### src/rtl/l2_pri_bank_arb_pkg.sv
// Shared types for the private L2 bank arbiter: FSM state encoding and master index type.
package l2_pri_bank_arb_pkg;

   typedef enum logic {
      ARB  = 1'b0,
      INIT = 1'b1
   } arb_state_e;

   localparam int NB_MASTERS_MAX = 8;

   typedef logic [$clog2(NB_MASTERS_MAX)-1:0] master_idx_t;

   // Successor of idx in a ring of n masters.
   function automatic master_idx_t next_idx(input master_idx_t idx, input int n);
      if (int'(idx) + 1 >= n) begin
         return '0;
      end
      return master_idx_t'(idx + 1'b1);
   endfunction

endpackage

### src/rtl/l2_pri_bank_rr_pick.sv
// Rotate-priority picker: first asserted request at or above rr_ptr, wrapping around.
module l2_pri_bank_rr_pick
   import l2_pri_bank_arb_pkg::*;
#(
   parameter int NB_MASTERS = 2
) (
   input  logic [NB_MASTERS-1:0]               req,
   input  logic [$clog2(NB_MASTERS_MAX)-1:0]   rr_ptr,
   output logic [$clog2(NB_MASTERS_MAX)-1:0]   winner,
   output logic                                any_req
);

   logic [NB_MASTERS_MAX-1:0] req_pad;
   logic                      found;
   int                        cand;

   assign req_pad = NB_MASTERS_MAX'(req);
   assign any_req = |req;

   always_comb begin
      winner = '0;
      found  = 1'b0;
      cand   = 0;
      for (int i = 0; i < NB_MASTERS; i++) begin
         cand = int'(rr_ptr) + i;
         if (cand >= NB_MASTERS) begin
            cand = cand - NB_MASTERS;
         end
         if (!found && req_pad[master_idx_t'(cand)]) begin
            found  = 1'b1;
            winner = master_idx_t'(cand);
         end
      end
   end

endmodule

### src/rtl/l2_pri_bank_arbiter.sv
// Round-robin arbiter sharing one private L2 bank among NB_MASTERS requesters, with response routing.
// Optional post-reset bank fill is compiled in with L2_PRI_BANK_ARB_INIT_EN.
module l2_pri_bank_arbiter
   import l2_pri_bank_arb_pkg::*;
#(
   parameter int          NB_MASTERS = 2,
   parameter int          MEM_WORDS  = 8192,
   parameter logic [31:0] BASE_ADDR  = 32'h1C00_0000,
   parameter logic [31:0] INIT_VALUE = 32'h0
) (
   input  logic                     clk_i,
   input  logic                     rst_ni,
   input  logic [NB_MASTERS-1:0]    m_req_i,
   input  logic [NB_MASTERS*32-1:0] m_add_i,
   input  logic [NB_MASTERS-1:0]    m_wen_i,
   input  logic [NB_MASTERS*4-1:0]  m_be_i,
   input  logic [NB_MASTERS*32-1:0] m_wdata_i,
   output logic [NB_MASTERS-1:0]    m_gnt_o,
   output logic [NB_MASTERS-1:0]    m_r_valid_o,
   output logic [31:0]              m_r_rdata_o,
   output logic                     s_req_o,
   output logic [31:0]              s_add_o,
   output logic                     s_wen_o,
   output logic [3:0]               s_be_o,
   output logic [31:0]              s_wdata_o,
   input  logic                     s_gnt_i,
   input  logic                     s_r_valid_i,
   input  logic [31:0]              s_r_rdata_i,
   input  logic                     init_req_i,
   output logic                     init_done_o
);

   master_idx_t rr_ptr_q;
   master_idx_t pick_idx;
   master_idx_t sel_idx;
   master_idx_t resp_id_q;
   master_idx_t lock_id_q;
   logic        any_req;
   logic        lock_q;
   logic        resp_valid_q;
   logic        in_init;
   logic        xfer_done;
   logic [31:0] init_add;

   l2_pri_bank_rr_pick #(
      .NB_MASTERS (NB_MASTERS)
   ) u_pick (
      .req     (m_req_i),
      .rr_ptr  (rr_ptr_q),
      .winner  (pick_idx),
      .any_req (any_req)
   );

   // A stalled winner stays locked so a late higher-priority request cannot steal the slave port.
   assign sel_idx   = lock_q ? lock_id_q : pick_idx;
   assign xfer_done = !in_init && any_req && s_gnt_i;

`ifdef L2_PRI_BANK_ARB_INIT_EN
   localparam int CNT_W = (MEM_WORDS > 1) ? $clog2(MEM_WORDS) : 1;

   arb_state_e       state_q;
   arb_state_e       state_d;
   logic [CNT_W-1:0] cnt_q;
   logic [CNT_W-1:0] cnt_d;

   always_ff @(posedge clk_i or negedge rst_ni) begin
      if (!rst_ni) begin
         state_q <= INIT;
         cnt_q   <= '0;
      end else begin
         state_q <= state_d;
         cnt_q   <= cnt_d;
      end
   end

   always_comb begin
      state_d = state_q;
      cnt_d   = cnt_q;
      case (state_q)
         ARB: begin
            if (init_req_i) begin
               state_d = INIT;
               cnt_d   = '0;
            end
         end
         INIT: begin
            if (s_gnt_i) begin
               if (cnt_q == CNT_W'(MEM_WORDS - 1)) begin
                  state_d = ARB;
               end else begin
                  cnt_d = cnt_q + 1'b1;
               end
            end
         end
      endcase
   end

   assign in_init     = (state_q == INIT);
   assign init_add    = BASE_ADDR + (32'(cnt_q) << 2);
   assign init_done_o = (state_q == ARB);
`else
   logic unused_cfg;

   assign in_init     = 1'b0;
   assign init_add    = '0;
   assign init_done_o = 1'b1;
   assign unused_cfg  = ^{init_req_i, BASE_ADDR, 32'(MEM_WORDS)};
`endif

   // Pointer, response tag and stall lock; init writes never produce a tagged response.
   always_ff @(posedge clk_i or negedge rst_ni) begin
      if (!rst_ni) begin
         rr_ptr_q     <= '0;
         resp_valid_q <= 1'b0;
         resp_id_q    <= '0;
         lock_q       <= 1'b0;
         lock_id_q    <= '0;
      end else begin
         resp_valid_q <= xfer_done;
         if (xfer_done) begin
            rr_ptr_q  <= next_idx(sel_idx, NB_MASTERS);
            resp_id_q <= sel_idx;
         end
         lock_q    <= !in_init && any_req && !s_gnt_i;
         lock_id_q <= sel_idx;
      end
   end

   always_comb begin
      m_gnt_o     = '0;
      m_r_valid_o = '0;
      m_r_rdata_o = '0;
      s_req_o     = 1'b0;
      s_add_o     = '0;
      s_wen_o     = 1'b0;
      s_be_o      = '0;
      s_wdata_o   = '0;
      if (rst_ni) begin
         m_r_rdata_o = s_r_rdata_i;
         for (int i = 0; i < NB_MASTERS; i++) begin
            if (resp_id_q == master_idx_t'(i)) begin
               m_r_valid_o[i] = resp_valid_q && s_r_valid_i;
            end
         end
         if (in_init) begin
            s_req_o   = 1'b1;
            s_add_o   = init_add;
            s_wen_o   = 1'b0;
            s_be_o    = 4'hF;
            s_wdata_o = INIT_VALUE;
         end else begin
            s_req_o = any_req;
            for (int i = 0; i < NB_MASTERS; i++) begin
               if (sel_idx == master_idx_t'(i)) begin
                  s_add_o    = m_add_i[i*32 +: 32];
                  s_wen_o    = m_wen_i[i];
                  s_be_o     = m_be_i[i*4 +: 4];
                  s_wdata_o  = m_wdata_i[i*32 +: 32];
                  m_gnt_o[i] = any_req && s_gnt_i;
               end
            end
         end
      end
   end

endmodule

### config.mk
export PLATFORM = sky130hd
export DESIGN_NAME = l2_pri_bank_arbiter
export DESIGN_NICKNAME = d
export VERILOG_FILES = /design/src/rtl/l2_pri_bank_arb_pkg.sv /design/src/rtl/l2_pri_bank_rr_pick.sv /design/src/rtl/l2_pri_bank_arbiter.sv
export SDC_FILE = /design/constraint.sdc
export NUM_CORES = 1
export LEC_CHECK = 0
export BUFFER_PORTS_ARGS = -buffer_cell sky130_fd_sc_hd__buf_2
export CAP_MARGIN = 20
export CELL_PAD_IN_SITES_DETAIL_PLACEMENT = 0
export CELL_PAD_IN_SITES_GLOBAL_PLACEMENT = 1
export CORE_MARGIN = 10
export CORE_UTILIZATION = 17
export CTS_CLUSTER_SIZE = 14
export DETAILED_ROUTE_END_ITERATION = 10
export PLACE_DENSITY_LB_ADDON = 0.08
export SLEW_MARGIN = 20
export SYNTH_ARGS = -nofsm -noshare
export SYNTH_HDL_FRONTEND = slang
export SYNTH_HIERARCHICAL = 1
export SYNTH_SLANG_ARGS = --single-unit
### constraint.sdc
create_clock -name clk_i -period 4.11 [get_ports clk_i]
set_input_delay 0.822 -clock clk_i [delete_from_list [all_inputs] [get_ports clk_i]]
set_output_delay 0.822 -clock clk_i [all_outputs]
set_load 0.05 [all_outputs]
After elaboration in Yosys (flattened, before gate mapping). Index checks and enable logic that the tools add are counted.

Order comparisons: 5. Shifts and indexed selects: 0. Bitwise operators: 0. Reduce and logical (&&, ||, !) cells: 9. Divide/modulo/power cells: 0. Equality and inequality tests: 2. Add/subtract/negate cells: 5. Mux-type cells: 34. Multipliers: 0.

Operator list (count): $mux 32 (7); $mux 3 (7); $mux 1 (13); $mux 4 (3); $add 3x1->4 const B (2); $ge 4x2->1 const B (2); $lt 3x4->1 const B (2); $bmux 1 s3 (2); $eq 3x1->1 const B (2); $logic_not 3->1 (2); $logic_and 1x1->1 (4); $mux 2 (2); $add 3x1->3 const B (1); $ge 3x2->1 const B (1); $sub 3x2->3 const B (1); $sub 3x3->3 const B (1); $logic_not 1->1 (2); $reduce_or 2->1 (1).

RAM bits: 0. Word-level logic and storage cells: 60. Bits of input ports: 177. Register bits: 11. Latch bits: 0. Memories: 0. Output and inout bits: 107. ROM bits: 0.

Longest topological paths before layout. Gate-level depths: netlist of the first run.

Word-level depth: 14. Mapped depth: 15. Depth with buffers taken out: 12.

By module. Netlist of the first run, hierarchy kept.

Modules (own cells, without submodules): l2_pri_bank_arbiter (seq. area each 275.3 um^2, area each 1811.7 um^2, cells an instance 301, times used 1); l2_pri_bank_rr_pick (seq. area each 0.0 um^2, area each 161.4 um^2, cells an instance 23, times used 1).

Least setup slack after synthesis of the first run. OpenSTA, ideal clock, no wires.

Kind: input-to-output. Start point: in m_req_i[0]. End point: out m_gnt_o[1]. Required time: 3.288 ns. Path slack: 0.081 ns. Path buffers: 2. Arrival time: 3.207 ns. Stages on the path: 9. Path through: nor4b_1 > o32ai_1 > mux2i_1 > inv_1 > ha_1 > buf_2 > clkinv_1 > clkbuf_1 > nor3_1.

Cells in the longest elaborated chain, start to end: 10. Elaborated cells between the ends (all ways): 15. Classes of those cells: eq/ne (1); mux (10); reduce/logical (4).

RTL lines: start, declared (RTL line l2_pri_bank_arbiter.sv:13) `input logic [NB_MASTERS-1:0] m_req_i,`; $bmux 1 s3 (RTL line l2_pri_bank_rr_pick.sv:29) `if (!found && req_pad[master_idx_t'(cand)]) begin`; $mux 1 (not written as such) (RTL line l2_pri_bank_rr_pick.sv:29); $mux 1 (RTL line l2_pri_bank_rr_pick.sv:29); $logic_not 1->1 (RTL line l2_pri_bank_rr_pick.sv:29); $logic_and 1x1->1 (RTL line l2_pri_bank_rr_pick.sv:29); $mux 3 (*) (RTL line l2_pri_bank_rr_pick.sv:29); via pick_idx[0] (RTL line l2_pri_bank_arbiter.sv:34) `master_idx_t pick_idx;`; $mux 3 (*) (RTL line l2_pri_bank_arbiter.sv:55) `assign sel_idx = lock_q ? lock_id_q : pick_idx;`; via sel_idx[0] (RTL line l2_pri_bank_arbiter.sv:35) `master_idx_t sel_idx;`; $eq 3x1->1 (*) (RTL line l2_pri_bank_arbiter.sv:154) `if (sel_idx == master_idx_t'(i)) begin`; $mux 1 (*) (RTL line l2_pri_bank_arbiter.sv:154); $mux 2 (*) (RTL line l2_pri_bank_arbiter.sv:138) `if (rst_ni) begin`; end, declared (RTL line l2_pri_bank_arbiter.sv:18) `output logic [NB_MASTERS-1:0] m_gnt_o,`.

The timed path passes the listed nets; every way through them passes the cells marked *. The select of a mux whose other input is x is not followed.

Final worst setup path of the first run.
Start point: reg rr_ptr_q[0]. End point: out s_add_o[3].

Cells in the longest elaborated chain, start to end: 13. Elaborated cells between the ends (all ways): 22. Classes of those cells: add/sub (3); order compare (2); eq/ne (1); mux (13); reduce/logical (3).

RTL lines: start, declared (RTL line l2_pri_bank_arbiter.sv:33) `master_idx_t rr_ptr_q;`; start signal, assigned (RTL line l2_pri_bank_arbiter.sv:121) `rr_ptr_q <= next_idx(sel_idx, NB_MASTERS);`; parallel branches: the longest is 7 deep, another holds $add 3x1->4; $mux 3 (*) (RTL line l2_pri_bank_rr_pick.sv:29); via pick_idx[0] (RTL line l2_pri_bank_arbiter.sv:34); $mux 3 (*) (RTL line l2_pri_bank_arbiter.sv:55); via sel_idx[0] (RTL line l2_pri_bank_arbiter.sv:35); $logic_not 3->1 (RTL line l2_pri_bank_arbiter.sv:154); $mux 32 (RTL line l2_pri_bank_arbiter.sv:154); $mux 32 (*) (RTL line l2_pri_bank_arbiter.sv:154); $mux 32 (*) (RTL line l2_pri_bank_arbiter.sv:138); end, declared (RTL line l2_pri_bank_arbiter.sv:22) `output logic [31:0] s_add_o,`.

Mark *: on every way through the listed nets, which the timed path passes. The select of a mux whose other input is x is not followed.

==> results.cfg, run 1 <==
[detailed_routing]
ant_nets = 0
met2WireLength_um = 6390
drt-total-wl_um = 12300
dr_wl_met3_um = 1250
vias = 3186
post-route-drc-count = 0
drt_iter0_markers = 150
wl_met1_um = 4470
post_drt_wl_per_cell_um = 16.9
dr.pass1.iters = 5
top_layer = met4
via_per_inst = 4.38

[layout]
postLayoutCellArea_um2 = 3570
area_delta_synth_final_pct = 81.0
nets = 771
n_antenna_cell = 0
multi_input_area_um2 = 1480
nFillCells = 1260
seq_area_um2 = 275
drive_gt1_share_pct = 51.3

[min_path]
hold_path_class = reg -> reg
holdPathStages = 2
min-delay-start = resp_id_q[2]

[die]
start_util_pct = 17.4
rows = 39
die_h_um = 128
fp.dieW_um = 128
core_area_um2 = 11400
die_area_um2 = 16300
io-pin-count = 284

[setup_path]
crit_path_end_kind = output port
path_class = reg -> out
r2r_cells = 11
crit_required_ns = 3.29
critPathLaunchType = flop
setup.worst_path.start = rr_ptr_q[0]
crit_fanout = 20
cp_data_arrival_time_ns = 3.01
r2r_start = rr_ptr_q[0]

[global_route]
grt_start_max_net_pins = 72
grt_pass1_wl_um = 17900
grt_remaining_overflow = 0
gr-usage-all-layers_pct = 13.4
antenna_found_initial = 0
first_global_vias = 3107

[logic_synthesis]
netlist_area_um2 = 1970
synth_most_common_cell = nand2_1
synth-seq-cells = 11
synth-edff-count = 0
ys_types = 33
synthTopCellsByArea = dfrtp_1 14%, a21oi_1 13%, nand3_1 13%
async_reset_ff_share_pct = 100
synth_common_cells = 56 x nand2_1, 50 x a21oi_1, 50 x nand3_1, 35 x and2_1, 22 x nor2_1
synthFlopType = dfrtp_1
synth_warnings = 6
yosys.area.top_type = dfrtp_1
yosysSeqAreaShare_pct = 14.0
syn_avg_cell_area_um2 = 6.09
syn_inst = 324
yosysTopAreaCellShare_pct = 14.0

[sta]
fmax_mhz = 261
setup-violations-final = 0
finalHoldViolations = 0
worst_clock_skew_ns = 0.00131
fin_setup_tns_ns = 0
fin_crit_ns = 3.83
rsz0062_at_grt = false
max_slew_margin_pct = 45.8
finalWorstSetupSlack_ns = 0.282
finalCritPeriodShare_pct = 93.1
worstMarginPinSlew_ns = 0.813
slew_viol_final = 0

[placement]
post-place-ws_ns = 0.275
dp_hpwl_um = 10100
gp_congestion = 0.759
io_buffers = 281
postPlaceCellArea_um2 = 3450

[clocking]
clk_pin_slew_ns = 0.04
clock-root-buffer = clkbuf_16
cts_buffers = 3
max-clock-path-buffers = 2
htree_levels = 1
cts.sinks = 11
cts_tree = built
cts_hold_buf = 0
clk_latency_ns = 0.24
cts_setup_buffers = 0

[pwr]
power_density_nw_per_um2 = 314
p_leak_uw = 0.00198
ir_worst_vdd_mv = 0.126

[flow_run]
max-cap-violations = 0

[run_status]
status = finished, final reports clean
[registers in the layout, summed over array words and instances, names as in the netlist]
signal	cells
rr_ptr_q	3
resp_valid_q	1
resp_id_q	3
lock_id_q	3
lock_q	1
[final timing paths]
check                                    end  slack [ns]
worst max-delay path              s_add_o[3]        0.28
worst min-delay path            resp_id_q[2]        0.47
worst max register to register   rr_ptr_q[0]        1.77
worst min register to register  resp_id_q[2]        0.47
max in group asynchronous       resp_valid_q        3.20
min in group asynchronous        rr_ptr_q[2]        0.64
[per-stage QoR]
stage	std cells	utilization [%]	hold slack [ns]	total power, µW
after CTS	728	31.1	0.481	1130
final	728	31.4	0.475	1120
after floorplan	325	-	0.451	696
after detailed placement	724	30.4	0.472	944
after global placement	724	30.4	0.463	940
after global routing	728	31.4	0.528	1210
[repair_timing]
| action | 4_1_cts | 5_1_grt |
|---|---|---|
| hold endpoints to repair | 0 | 0 |
| setup endpoints to repair | 0 | 63 |
| gates resized for setup | 0 | 11 |
[layout make-up]
cell class                 instances  share of cell area (%)
tap                              143                    5.01
sequential                        11                    7.71
multi-input combinational        268                    41.3
clock buffer                       4                    2.21
inverter                          11                    1.16
timing repair buffer             291                    42.6
[kinds of logic (layout without fill, tap and decap cells)]
kind of cell    Yosys count  after routing  share of synthesized area, %
compound gates           76             76                          22.2
xor+xnor                  2              2                         0.888
fa+ha+maj                 8              8                          5.07
buf+inv                  46            306                          12.2
flops                    11             11                          14.0
mux                       3              3                          1.71
other cells               2              3                         0.381
simple gates            176            176                          43.6
[worst max-delay path, stage by stage (launching register included)]
cell	delay [ns]
dfrtp_1	0.42
inv_1	0.08
ha_1	0.23
inv_1	0.06
o21ai_1	0.06
and4_1	0.20
o32ai_1	0.29
mux2i_1	0.14
inv_1	0.15
ha_2	0.26
buf_4	0.28
nand2_1	0.08
a21oi_1	0.16
buf_2	0.32
[power by group]
group          internal (µW)  switching (µW)  total, µW
Sequential               124            11.2        136
Clock                    130            46.6        177
Combinational            251             559        810
[layout by cell type (no fill, tap or decap), types with 5 or more instances in the layout]
cell type	count
a22oi_1	19
nand3_1	50
buf_2	276
clkbuf_4	5
buf_4	6
dfrtp_1	11
a21oi_1	50
ha_1	6
and2_1	35
inv_1	10
nor2_1	22
nand2_1	56
[layer usage]
layer  track usage [%]  up-vias
met5                 0        -
met4              3.38        0
met3              4.76       11
met2              25.2      163
met1              13.6     1397
li1                  -     1615
(Power assumes the default switching activity.)
==> inputs of run 2 (changes only) <==
--- a/config.mk
+++ b/config.mk
@@ -13,6 +13,7 @@
 export CORE_UTILIZATION = 17
 export CTS_CLUSTER_SIZE = 14
 export DETAILED_ROUTE_END_ITERATION = 10
+export MAX_ROUTING_LAYER = met4
 export PLACE_DENSITY_LB_ADDON = 0.08
 export SLEW_MARGIN = 20
 export SYNTH_ARGS = -nofsm -noshare
==> results.cfg, run 2 (synthesis gave the netlist of run 1 again) <==
[run_status]
status = finished, final reports clean

[sta]
rsz0062_at_grt = false
slew_viol_final = 0
max_slew_margin_pct = 45.6
setup-violations-final = 0
worst_clock_skew_ns = 0.00107
fmax_mhz = 259
finalWorstSetupSlack_ns = 0.250
fin_setup_tns_ns = 0
finalCritPeriodShare_pct = 93.9
finalHoldViolations = 0
worstMarginPinSlew_ns = 0.815
fin_crit_ns = 3.86
holdWs_ns = 0.475

[die]
start_util_pct = 17.4
die_area_um2 = 16300
rows = 39
core_area_um2 = 11400
fp.dieW_um = 128
die_h_um = 128
io-pin-count = 284

[layout]
drive_gt1_share_pct = 51.3
layout_common_cells = 276 x buf_2, 56 x nand2_1, 50 x nand3_1, 50 x a21oi_1, 35 x and2_1
final_common_cell = buf_2
area_delta_synth_final_pct = 81.0
n_antenna_cell = 0
nets = 771
reg_top3 = lock_id_q: 3 flops, resp_id_q: 3 flops, rr_ptr_q: 3 flops

[global_route]
gr-usage-all-layers_pct = 13.7
first_global_vias = 3114
grt_remaining_overflow = 0
grt_start_max_net_pins = 72
antenna_found_initial = 0
grt_pass1_wl_um = 17800

[detailed_routing]
ant_nets = 0
drt_iter0_markers = 149
post-route-drc-count = 0
drt-total-wl_um = 12300
post_drt_wl_per_cell_um = 16.9
dr.pass1.iters = 4
vias = 3199
via_per_inst = 4.39

[placement]
post-place-ws_ns = 0.275
io_buffers = 281
gp_congestion = 0.769
dp_hpwl_um = 10100

[setup_path]
crit_fanout = 20
cp_data_arrival_time_ns = 3.04
path_class = reg -> out
regToRegSetupSlack_ns = 1.75
critPathLaunchType = flop
crit_path_end_kind = output port
crit_required_ns = 3.29

[clocking]
max-clock-path-buffers = 2
clk_pin_slew_ns = 0.04
clk_latency_ns = 0.24
clock-root-buffer = clkbuf_16
cts_tree = built
cts_hold_buf = 0
htree_levels = 1
cts.sinks = 11
cts_buffers = 3

[flow_run]
max-cap-violations = 0

[min_path]
hold_path_class = reg -> reg

[pwr]
power_density_nw_per_um2 = 315
ir_worst_vdd_mv = 0.126
p_leak_uw = 0.00198
==> run 2: power by group <==
part / leakage [µW] / switching [µW] / internal (µW)
Combinational: 0.00180 / 560 / 251
Sequential: 0.000140 / 11.2 / 124
Clock: 0.0000382 / 46.7 / 130
Total: 0.00198 / 618 / 505
==> run 2: cell type report <==
cell class              instances  area (µm²)
well taps                     143         179
repair buffers                291        1520
clock buffers                   4        78.8
multi-input cells             268        1480
inverters                      11        41.3
flip-flops and latches         11         275
fillers                      1260        7800
==> run 2: path summary, 6_finish.rpt <==
path / start / to / depth (start not counted)
setup / recovery: rr_ptr_q[0] / s_add_o[3] / 13
hold / removal: resp_id_q[2] / resp_id_q[2] / 2
setup reg to reg: rr_ptr_q[0] / rr_ptr_q[0] / 11
hold reg to reg: resp_id_q[2] / resp_id_q[2] / 2
max in group asynchronous: rst_ni / resp_id_q[0] / 2
min in group asynchronous: rst_ni / rr_ptr_q[2] / 2
==> run 2: what timing repair did <==
action / 4_1_cts / 5_1_grt
buffers inserted: 0 / 0
resized for setup: 0 / 11
endpoints found under the setup margin: 0 / 63
==> run 2: metal layers <==
layer	up-vias	GRT usage, %	share of wire [%]
met4	0	3.38	1.6
met1	1405	14.4	39
met5	-	-	0
met3	13	3.14	7.7
met2	167	25.3	52
li1	1614	-	-
==> run 2: critical path, cell delays in order (launching register included) <==
cell and delay [ns]:
dfrtp_1 0.42, inv_1 0.08, ha_1 0.23, inv_1 0.06, o21ai_1 0.06, and4_1 0.20
o32ai_1 0.31, mux2i_1 0.15, inv_1 0.15, ha_2 0.26, buf_4 0.28, nand2_1 0.08
a21oi_1 0.17, buf_2 0.32
==> run 2: through the flow <==
step | total power, µW | cells | util, % | cell area [µm²]
2_1_floorplan | 696 | 325 | - | 1980
5_1_grt | 1210 | 728 | 31.4 | 3570
3_5_place_dp | 944 | 724 | 30.4 | 3450
4_1_cts | 1130 | 728 | 31.1 | 3530
3_3_place_gp | 940 | 724 | 30.4 | 3450
6_report | 1120 | 728 | 31.4 | 3570
